--- config.mk ---
export PLATFORM = sky130hd
export DESIGN_NAME = alu_mc
export DESIGN_NICKNAME = d
export VERILOG_FILES = /design/src/rtl/alu_mc.sv
export SDC_FILE = /design/constraint.sdc
export NUM_CORES = 1
export LEC_CHECK = 0
export CAP_MARGIN = 10
export CELL_PAD_IN_SITES_DETAIL_PLACEMENT = 0
export CELL_PAD_IN_SITES_GLOBAL_PLACEMENT = 1
export CORE_UTILIZATION = 45
export DETAILED_ROUTE_END_ITERATION = 7
export PLACE_DENSITY = 0.8
export SETUP_SLACK_MARGIN = 0.3
export SYNTH_ARGS = -nofsm -noshare
export SYNTH_HDL_FRONTEND = slang
export SYNTH_SLANG_ARGS = --single-unit
--- constraint.sdc ---
create_clock -name clk -period 3.5 [get_ports clk]
set_input_delay 0.525 -clock clk [delete_from_list [all_inputs] [get_ports clk]]
set_output_delay 0.525 -clock clk [all_outputs]
set_load 0.02 [all_outputs]
--- src/rtl/alu_mc.sv ---
// Multi-cycle ALU: single-cycle logic/arithmetic/shift ops, plus an iterative
// shift-add multiply that keeps the unit busy for WIDTH cycles.
module alu_mc #(
    parameter int WIDTH = 16
) (
    input  logic             clk,
    input  logic             rst,
    input  logic             start,
    input  logic [2:0]       alu_op,
    input  logic [WIDTH-1:0] x,
    input  logic [WIDTH-1:0] y,
    output logic             busy,
    output logic             done,
    output logic [WIDTH-1:0] out,
    output logic             lt,
    output logic             eq,
    output logic             gt,
    output logic             carry_out,
    output logic             overflow
);

    localparam int SHW = $clog2(WIDTH);
    localparam logic [SHW-1:0] CNT_LAST = SHW'(WIDTH - 1);
    localparam logic [SHW-1:0] CNT_ONE  = {{(SHW-1){1'b0}}, 1'b1};

    localparam logic [2:0] OP_AND = 3'd0;
    localparam logic [2:0] OP_OR  = 3'd1;
    localparam logic [2:0] OP_ADD = 3'd2;
    localparam logic [2:0] OP_SLT = 3'd3;
    localparam logic [2:0] OP_SLL = 3'd4;
    localparam logic [2:0] OP_SRL = 3'd5;
    localparam logic [2:0] OP_SUB = 3'd6;
    localparam logic [2:0] OP_MUL = 3'd7;

    typedef enum logic {
        S_IDLE = 1'b0,
        S_MUL  = 1'b1
    } state_t;

    // Unsigned magnitude compare packed as {lt, eq, gt}.
    function automatic logic [2:0] cmp3(input logic [WIDTH-1:0] a, input logic [WIDTH-1:0] b);
        cmp3 = {a < b, a == b, a > b};
    endfunction

    state_t           state_q, state_d;
    logic [SHW-1:0]   cnt_q, cnt_d;
    logic [WIDTH-1:0] acc_q, acc_d;
    logic [WIDTH-1:0] mcand_q, mcand_d;
    logic [WIDTH-1:0] mplier_q, mplier_d;
    logic [WIDTH-1:0] x_q, x_d;
    logic [WIDTH-1:0] y_q, y_d;
    logic [WIDTH-1:0] out_q, out_d;
    logic             lt_q, lt_d;
    logic             eq_q, eq_d;
    logic             gt_q, gt_d;
    logic             carry_q, carry_d;
    logic             ovf_q, ovf_d;
    logic             done_q, done_d;
    logic             busy_q, busy_d;

    logic             accept_s;
    logic             mul_last_s;
    logic [WIDTH:0]   sum_s;
    logic [WIDTH:0]   diff_s;
    logic [WIDTH-1:0] step_s;
    logic [SHW-1:0]   shamt_s;
    logic [2:0]       cmp_in_s;
    logic [2:0]       cmp_cap_s;

    assign accept_s   = start && (state_q == S_IDLE);
    assign mul_last_s = (state_q == S_MUL) && (cnt_q == CNT_LAST);
    assign sum_s      = {1'b0, x} + {1'b0, y};
    assign diff_s     = {1'b0, x} + {1'b0, ~y} + {{WIDTH{1'b0}}, 1'b1};
    assign step_s     = acc_q + (mplier_q[0] ? mcand_q : {WIDTH{1'b0}});
    assign shamt_s    = y[SHW-1:0];
    assign cmp_in_s   = cmp3(x, y);
    assign cmp_cap_s  = cmp3(x_q, y_q);

    // State and datapath registers, all cleared by the synchronous reset.
    always_ff @(posedge clk) begin
        if (rst) begin
            state_q  <= S_IDLE;
            cnt_q    <= {SHW{1'b0}};
            acc_q    <= {WIDTH{1'b0}};
            mcand_q  <= {WIDTH{1'b0}};
            mplier_q <= {WIDTH{1'b0}};
            x_q      <= {WIDTH{1'b0}};
            y_q      <= {WIDTH{1'b0}};
            out_q    <= {WIDTH{1'b0}};
            lt_q     <= 1'b0;
            eq_q     <= 1'b0;
            gt_q     <= 1'b0;
            carry_q  <= 1'b0;
            ovf_q    <= 1'b0;
            done_q   <= 1'b0;
            busy_q   <= 1'b0;
        end else begin
            state_q  <= state_d;
            cnt_q    <= cnt_d;
            acc_q    <= acc_d;
            mcand_q  <= mcand_d;
            mplier_q <= mplier_d;
            x_q      <= x_d;
            y_q      <= y_d;
            out_q    <= out_d;
            lt_q     <= lt_d;
            eq_q     <= eq_d;
            gt_q     <= gt_d;
            carry_q  <= carry_d;
            ovf_q    <= ovf_d;
            done_q   <= done_d;
            busy_q   <= busy_d;
        end
    end

    // Next-state logic: only a multiply leaves IDLE.
    always_comb begin
        state_d = state_q;
        case (state_q)
            S_IDLE: begin
                if (accept_s && (alu_op == OP_MUL)) begin
                    state_d = S_MUL;
                end else begin
                    state_d = S_IDLE;
                end
            end
            S_MUL: begin
                if (mul_last_s) begin
                    state_d = S_IDLE;
                end else begin
                    state_d = S_MUL;
                end
            end
            default: state_d = S_IDLE;
        endcase
    end

    // Datapath and output updates; results hold unless a request completes.
    always_comb begin
        cnt_d    = cnt_q;
        acc_d    = acc_q;
        mcand_d  = mcand_q;
        mplier_d = mplier_q;
        x_d      = x_q;
        y_d      = y_q;
        out_d    = out_q;
        lt_d     = lt_q;
        eq_d     = eq_q;
        gt_d     = gt_q;
        carry_d  = carry_q;
        ovf_d    = ovf_q;
        done_d   = 1'b0;
        busy_d   = (state_d == S_MUL);
        case (state_q)
            S_IDLE: begin
                if (accept_s) begin
                    x_d = x;
                    y_d = y;
                    if (alu_op == OP_MUL) begin
                        cnt_d    = {SHW{1'b0}};
                        acc_d    = {WIDTH{1'b0}};
                        mcand_d  = x;
                        mplier_d = y;
                    end else begin
                        {lt_d, eq_d, gt_d} = cmp_in_s;
                        carry_d = 1'b0;
                        ovf_d   = 1'b0;
                        done_d  = 1'b1;
                        case (alu_op)
                            OP_AND: out_d = x & y;
                            OP_OR:  out_d = x | y;
                            OP_ADD: begin
                                out_d   = sum_s[WIDTH-1:0];
                                carry_d = sum_s[WIDTH];
                                ovf_d   = (x[WIDTH-1] == y[WIDTH-1]) &&
                                          (sum_s[WIDTH-1] != x[WIDTH-1]);
                            end
                            OP_SLT: out_d = {{(WIDTH-1){1'b0}}, cmp_in_s[2]};
                            OP_SLL: out_d = x << shamt_s;
                            OP_SRL: out_d = x >> shamt_s;
                            OP_SUB: begin
                                // carry set means no borrow, i.e. x >= y
                                out_d   = diff_s[WIDTH-1:0];
                                carry_d = diff_s[WIDTH];
                                ovf_d   = (x[WIDTH-1] != y[WIDTH-1]) &&
                                          (diff_s[WIDTH-1] != x[WIDTH-1]);
                            end
                            default: out_d = out_q;
                        endcase
                    end
                end else begin
                    done_d = 1'b0;
                end
            end
            S_MUL: begin
                acc_d    = step_s;
                mcand_d  = mcand_q << 1;
                mplier_d = mplier_q >> 1;
                cnt_d    = cnt_q + CNT_ONE;
                if (mul_last_s) begin
                    out_d              = step_s;
                    {lt_d, eq_d, gt_d} = cmp_cap_s;
                    carry_d            = 1'b0;
                    ovf_d              = 1'b0;
                    done_d             = 1'b1;
                end else begin
                    done_d = 1'b0;
                end
            end
            default: begin
                done_d = 1'b0;
            end
        endcase
    end

    assign busy      = busy_q;
    assign done      = done_q;
    assign out       = out_q;
    assign lt        = lt_q;
    assign eq        = eq_q;
    assign gt        = gt_q;
    assign carry_out = carry_q;
    assign overflow  = ovf_q;

endmodule

After elaboration in Yosys (flattened, before gate mapping)
Index checks and enable logic that the tools add are counted.
- add/sub/neg operators: 5
- magnitude comparators: 4
- equal/unequal tests: 19
- shifts and indexed selects: 2
- mux-type cells: 46
- bitwise gates (word level): 4
- reduce and logical (&&, ||, !) cells: 10
- operator list (cell ; count):
    two-way mux 16 bit ; 10
    case mux 16 bit (2 select lines) ; 4
    case mux 16 bit (7 select lines) ; 1
    adder 16 x 16 -> 17 bit ; 2
    equality test 16 bit ; 2
    > comparator 16 bit ; 2
    < comparator 16 bit ; 2
    two-way mux 1 bit ; 19
    case mux 1 bit (2 select lines) ; 9
    adder 17 x 1 -> 17 bit, second input constant ; 1
    adder 16 bit ; 1
    AND 16 bit ; 1
    inverter 16 bit ; 1
    OR 16 bit ; 1
    << shifter 16 x 4 -> 16 bit ; 1
    >> shifter 16 x 4 -> 16 bit ; 1
    equality test 3 bit, second input constant ; 4
    two-way mux 4 bit ; 2
    inequality test 8 x 1 -> 1 bit, second input constant ; 1
    case mux 4 bit (2 select lines) ; 1
    equality test 3 x 2 -> 1 bit, second input constant ; 2
    logical AND 1 bit ; 5
    adder 4 x 1 -> 4 bit, second input constant ; 1
    equality test 4 bit, second input constant ; 1
    other kinds (10) ; 15
- bits in registers: 107
- bits of input ports: 38
- output and inout port bits: 23
- word-level logic and storage cells: 104

Logic depth before layout (Yosys ltp)
Gate-level depths: netlist (run 1).
- depth after elaboration: 9
- mapped depth: 12
- gate-level depth less buffers: 11

Least setup slack after synthesis (run 1)
No wires, ideal clock.
- path kind: input port to flip-flop
- from: input y[2]
- to: register out_q[12] (netlist: out[12])
- setup time: 117 ps
- data arrival time: 2852 ps
- required time: 3383 ps
- path slack: 530 ps
- stages: 11
- path buffers: 1
- path through: clkinv_1 > buf_1 > ha_1 > nor2_1 > o311ai_1 > a221oi_2 > a311oi_2 > a2bb2oi_1 > xnor2_1 > o211ai_1 > a32o_1
- longest elaborated chain between the ends: 7
- elaborated cells between the ends (all ways): 10
- classes of those cells: add/sub: 3; shift: 2; mux: 4; bitwise: 1
- ends and longest elaborated chain (item ; RTL line ; text):
    from (decl) ; 11 ; input logic [WIDTH-1:0] y,
    inverter 16 bit ; 73 ; assign diff_s = {1'b0, x} + {1'b0, ~y} + {{WIDTH{1'b0}}, 1'b1};
    adder 16 x 16 -> 17 bit ; 73 ;
    adder 17 x 1 -> 17 bit ; 73 ;
    case mux 16 bit (7 select lines) (*) ; 169 ; case (alu_op)
    two-way mux 16 bit (*) ; 159 ; if (alu_op == OP_MUL) begin
    two-way mux 16 bit (*) ; 156 ; if (accept_s) begin
    case mux 16 bit (2 select lines) (*) ; 154 ; case (state_q)
    to (signal assigned) ; 89 ; out_q <= {WIDTH{1'b0}};
    to (signal assigned) ; 105 ; out_q <= out_d;
    to (decl) ; 52 ; logic [WIDTH-1:0] out_q, out_d;
Mark *: on every way between the ends. The rest lies on a longest branch, timed or not. The select of a mux whose other input is x is not followed.
A chain may end at the register's enable or synchronous reset.

Final worst setup path (run 1)
- from: input x[9]
- to: register out_q[13] (netlist: out[13])
- longest elaborated chain between the ends: 6
- elaborated cells between the ends (all ways): 9
- classes of those cells: add/sub: 3; shift: 2; mux: 4
- ends and longest elaborated chain (item ; RTL line ; text):
    from (decl) ; 10 ; input logic [WIDTH-1:0] x,
    adder 16 x 16 -> 17 bit ; 73 ;
    adder 17 x 1 -> 17 bit ; 73 ;
    case mux 16 bit (7 select lines) (*) ; 169 ;
    two-way mux 16 bit (*) ; 159 ;
    two-way mux 16 bit (*) ; 156 ;
    case mux 16 bit (2 select lines) (*) ; 154 ;
Marked as above.

==> impl_metrics.yaml, run 1 <==
logic_synthesis:
  yosys-mux-area-fraction: 0.06768
  synthXorXnorAreaFrac: 0.02026
  synth_area_sq_um: 9077
  async_reset_ff_frac: 0
  ys_warn_count: 0
  yosys_register_bits: 107
  seq_area_frac_synth: 0.2360
  synth.avg_cell_area_sq_um: 7.386
  syn_nets: 1353
  ys.flop_type: "dfxtp_1"
  synthDistinctLibCells: 83
  synth-edff-count: 0
  postSynthCellCount: 1229
  yosys.area.top_type: "dfxtp_1"
  synth.area.top_cells: "dfxtp_1, ha_1, a21oi_1, nand2_1, nor2_1"
  synthSimpleGateAreaFrac: 0.2338
  synth_top_area_share: 0.2360
  synth_top_family_by_area: "compound AO/OA/AOI/OAI gates"
  synth_compound_area_frac: 0.2455
  synthAdderAreaFrac: 0.1210
timing:
  setup_viol: 0
  hold_viol_final: 0
  tightest_slew_ps: 683.2
  fin_ws_ps: 386.9
  period_share: 0.8894
  setup_tns_ps: 0
  drv_slew: 0
  relSlewSlack: 0.5397
  max_freq_mhz: 321.2
  skew_ps: 15.37
  rsz0062_at_grt: "true"
  finalCriticalPeriod_ps: 3113
clock_tree:
  h-tree-depth: 3
  cts_buffers: 9
  cts_sinks: 107
  postCtsSetupRepairBufs: 0
  hold_buffers: 0
  clock_latency_ps: 370
  cts_buffer_depth: 2
  cts_tree: "done"
  cts-root-buf: "clkbuf_16"
  clk_pin_slew_ps: 90
place:
  dp_slack_ps: -78.71
  placedCellCount: 1572
  portBuffers: 60
  post_dp_cell_area_sq_um: 10380
  gp_congestion: 1.040
  hpwlAfterDp_um: 25470
cells_and_area:
  fin_nets: 1442
  synthToLayoutAreaGrowth_pct: 18.84
  drive_gt1_frac: 0.1300
  fill_cells: 2010
  final_cells: 1588
  final_area_sq_um: 10790
  antenna_cells: 0
  final_cell_mix: "nand2_1, a21oi_1, nor2_1, dfxtp_1, buf_4"
  final_common_cell: "nand2_1"
  utilization: 0.5507
drt:
  drc: 0
  wirelength_um: 33270
  drtIter0Drc: 775
  drtAntennaViolNets: 0
  vias: 9329
  wl_per_cell_um: 20.95
  drtPass1Iterations: 7
  vias_per_cell: 5.875
critical_path:
  endpoint_kind: "flop"
  setup.worst_path.class: "input pin to flop"
  startpoint_type: "input pin"
  reg2reg_slack_ps: 570
  arrival_ps: 3360
  max_stage_delay_ps: 570
  cp_data_required_time_ps: 3740
  slowest_stage: "clkdlybuf4s50_1"
  path_cells: "clkdlybuf4s50_1 -> inv_1 -> ha_2 -> and2b_2 -> nor3_1 -> a311oi_2 -> nor3b_1 -> o211ai_1 -> a221oi_1 -> o31ai_1"
  path_max_fanout: 6
global_route:
  grt_pass1_vias: 8807
  grt_pass1_wl_um: 51230
  grtUsageTotal: 0.3316
  grt_max_degree: 105
  antenna_found_initial: 0
  grt-ovfl-total: 0
min_path:
  hp-class: "flop to flop"
die:
  start_util: 0.4634
  ios: 61
  die_y_um: 144.0
  die_area_sq_um: 20740
  die_w_um: 144.0
  rows: 51
  core_area_sq_um: 19590
power:
  ir_drop_uv: 230.5
  leakage_nw: 4.515
  power_density_nw_per_um2: 323.3
run_status:
  outcome: "finished, final reports clean"
run:
  drv_cap: 0
per-layer routing:
metal | track usage | vias to the layer above | share of wire | wire [um]
met1 | 0.4523 | 4399 | 0.45 | 15080
met2 | 0.5352 | 348 | 0.46 | 15260
met4 | 0.1181 | 0 | 0.032 | 1052
met5 | 0 | - | 0 | 0
li1 | - | 4523 | - | -
met3 | 0.04073 | 59 | 0.056 | 1877
kinds of logic after synthesis:
family          count (synthesis)
simple gates                  466
compound gates                346
buf+inv                       157
flops                         107
fa+ha+maj                      86
mux                            46
xor+xnor                       21
power breakdown:
part           switching (mW)  internal, mW
sequential             0.0338          1.27
clock                   0.559         0.516
combinational           0.653         0.458
cell usage after synthesis, types with 6 or more instances:
library cell	count
dfxtp_1	107
buf_1	9
mux2i_1	31
o211ai_1	12
xor2_1	10
nand3_1	42
nand2_1	156
nor2b_1	14
mux4_2	12
buf_2	11
o31ai_1	10
o21a_1	6
clkbuf_1	49
a211oi_1	20
and2_1	17
a31oi_1	9
buf_6	7
o22ai_1	10
nand2b_1	16
nor3_1	42
a21oi_1	153
xnor2_1	11
ha_1	83
and3_1	7
o21ai_0	47
nor4_1	9
nor2_1	132
inv_1	70
or3_1	7
buf_4	6
path summary, 6_finish.rpt:
path	from	end	cells after the start
min reg2reg	y_q[14]	y_q[14]	2
min	y_q[14]	y_q[14]	2
max	x[9]	out[13]	10
max reg2reg	mplier_q[0]	out[14]	11
per-stage QoR:
stage,hold WS [ps],power [mW]
finish,457.0,3.488
floorplan,436.3,1.969
CTS,458.8,3.479
global placement,443.4,2.398
detailed placement,446.5,2.398
global route,476.2,3.645
worst max-delay path: cells and delay by family:
kind	cells	cell delay, ps
adders and majority gates	1	410
AOI/OAI and AO/OA	4	730
and+or+nand+nor	3	990
buffers and inverters	2	690
flip-flops by register name, summed over array words and instances (netlist names):
register	count
acc_q	16
mcand_q	16
mplier_q	16
out	16
x_q	16
y_q	16
cnt_q	4
busy	1
carry_out	1
done	1
eq	1
gt	1
lt	1
overflow	1
layout make-up:
| type | count | area, sq um | area share |
|---|---|---|---|
| Tap cell | 265 | 331.6 | 0.03074 |
| Sequential cell | 107 | 2146 | 0.1989 |
| Clock buffer | 9 | 225.2 | 0.02088 |
| Timing Repair Buffer | 163 | 1389 | 0.1287 |
| Inverter | 72 | 270.3 | 0.02505 |
| Clock inverter | 7 | 86.33 | 0.008003 |
| Multi-Input combinational cell | 965 | 6340 | 0.5877 |
repair_timing:
action	4_1_cts	5_1_grt
gates cloned	0	0
endpoints found under the setup margin	1	13
pin swaps	0	5
gates resized for setup	1	19
(Power assumes the default switching activity.)
==> inputs of run 2 (changes only) <==
- ABC_CLOCK_PERIOD_IN_PS: unset -> 3500
- CORE_MARGIN: unset -> 1.5
- PLACE_DENSITY: 0.8 -> 0.88
==> impl_metrics.yaml, run 2 (synthesis results as in run 1) <==
timing:
  setup_tns_ps: 0
  setup_viol: 0
  hold_viol_final: 0
  period_share: 0.8771
  max_freq_mhz: 325.7
  fin_ws_ps: 430.0
  finalCriticalPeriod_ps: 3070
  drv_slew: 0
  relSlewSlack: 0.4811
  tightest_slew_ps: 778.4
  skew_ps: 15.81
  rsz0062_at_grt: "false"
cells_and_area:
  final_common_cell: "nand2_1"
  final_cell_mix: "nand2_1, a21oi_1, nor2_1, buf_4, dfxtp_1"
  utilization: 0.5553
  final_area_sq_um: 10910
  drive_gt1_frac: 0.1393
  synthToLayoutAreaGrowth_pct: 20.23
  antenna_cells: 0
  fin_nets: 1454
global_route:
  top_usage_layer: "met2"
  antenna_found_initial: 0
  grt_max_degree: 78
  use_met3: 0.05629
  grt_pass1_vias: 9164
  grtUsageMet1: 0.4182
  grt_pass1_wl_um: 52060
  grt_util_met2: 0.5110
  grtUsageTotal: 0.3149
  grt-ovfl-total: 0
die:
  die_area_sq_um: 21030
  start_util: 0.4619
  core_area_sq_um: 19650
  die_y_um: 145.0
  rows: 51
  die_w_um: 145.0
  ios: 61
min_path:
  min-delay-start: "y_q[3]"
  hold_path_depth: 2
  min_to: "y_q[3]"
  hp-class: "flop to flop"
critical_path:
  slowest_stage: "clkdlybuf4s50_1"
  max_stage_delay_ps: 490
  path_cells: "clkdlybuf4s50_1 -> inv_1 -> ha_1 -> nor3_1 -> o21ai_1 -> a311oi_1 -> buf_4 -> nor2_1 -> a311oi_1 -> buf_4 -> nand4_1 -> o221a_2 -> a311oi_2"
  crit_buf_inv: 4
  cp_data_required_time_ps: 3780
  r2r_cells: 11
  arrival_ps: 3350
  reg2reg_slack_ps: 470
  cpLargestDelayFamily: "compound AO/OA/AOI/OAI gates"
  endpoint_kind: "flop"
  path_max_fanout: 4
  startpoint_type: "input pin"
  r2r-start: "mplier_q[0]"
  setup.worst_path.class: "input pin to flop"
  reg2reg_to: "out[12]"
place:
  hpwlAfterDp_um: 25790
  gp_congestion: 1.023
  dp_slack_ps: -100.7
  post_dp_cell_area_sq_um: 10460
  portBuffers: 60
power:
  finalPower_mw: 3.528
  ir_drop_uv: 226.0
  leakage_nw: 4.587
  power_density_nw_per_um2: 323.3
clock_tree:
  hold_buffers: 0
  h-tree-depth: 3
  cts-root-buf: "clkbuf_16"
  cts_tree: "done"
  clock_latency_ps: 360
  cts_buffers: 9
  clk_pin_slew_ps: 80
  cts_sinks: 107
  cts_buffer_depth: 2
run:
  drv_cap: 0
drt:
  drtPass1Iterations: 6
  wirelength_um: 33510
  vias_per_cell: 5.963
  drtIter0Drc: 809
  vias: 9540
  wl_per_cell_um: 20.94
  drtAntennaViolNets: 0
  drc: 0
run_status:
  outcome: "finished, final reports clean"
-- run 2: cell types whose count changed in the layout (fill, tap and decap cells not counted), moves of 3 or more --
cell / change
a311oi_1: +3
a311oi_2: -3
buf_4: +12
clkinv_8: -3
ha_1: -3
ha_4: +4
-- run 2: through the flow --
stage	instances	hold slack, ps
2_1_floorplan	1229	436.3
3_3_place_gp	1582	443.2
3_5_place_dp	1582	446.5
4_1_cts	1599	457.3
5_1_grt	1600	479.9
6_report	1600	455.9
-- run 2: worst max path at each step --
stage / depth (start not counted) / from / slack [ps] / endpoint
floorplan: 11 / y[2] / 530 / out[12]
global placement: 12 / x[0] / -30 / out[0]
detailed placement: 12 / x[0] / -100 / out[0]
CTS: 12 / x[0] / 310 / out[0]
global route: 11 / y[3] / 320 / out[11]
finish: 13 / y[7] / 430 / out[15]
-- run 2: final cells by class --
cell class / count / area (sq um)
timing repair buffer: 175 / 1484
tap: 265 / 331.6
fill: 2000 / 8740
clock inverter: 6 / 71.32
inverter: 72 / 270.3
multi-input combinational: 965 / 6372
clock buffer: 10 / 239.0
sequential: 107 / 2146
-- run 2: layer usage --
metal,vias to the layer above,part of all wire
li1,4548,-
met1,4574,0.44
met2,347,0.46
met3,71,0.070
met4,0,0.031
met5,-,0
-- run 2: worst reg2reg max path, delay by kind of cell, from the launching register on --
kind / cells / cell delay, ps
XOR/XNOR: 1 / 200
AO/OA/AOI/OAI: 3 / 1140
adder cells (fa/ha/maj): 1 / 320
buffers and inverters: 1 / 190
AND/OR/NAND/NOR: 5 / 760
flip-flops: 1 / 320
-- run 2: what timing repair did --
action,CTS,global route
gates resized for setup,0,25
setup endpoints to repair,2,13
pin swaps,3,10
setup buffers,1,1
-- run 2: report_power, final --
part           total, mW  internal [mW]  switching (mW)
logic               1.14          0.479           0.662
registers           1.30           1.27          0.0357
clock network       1.08          0.583           0.500
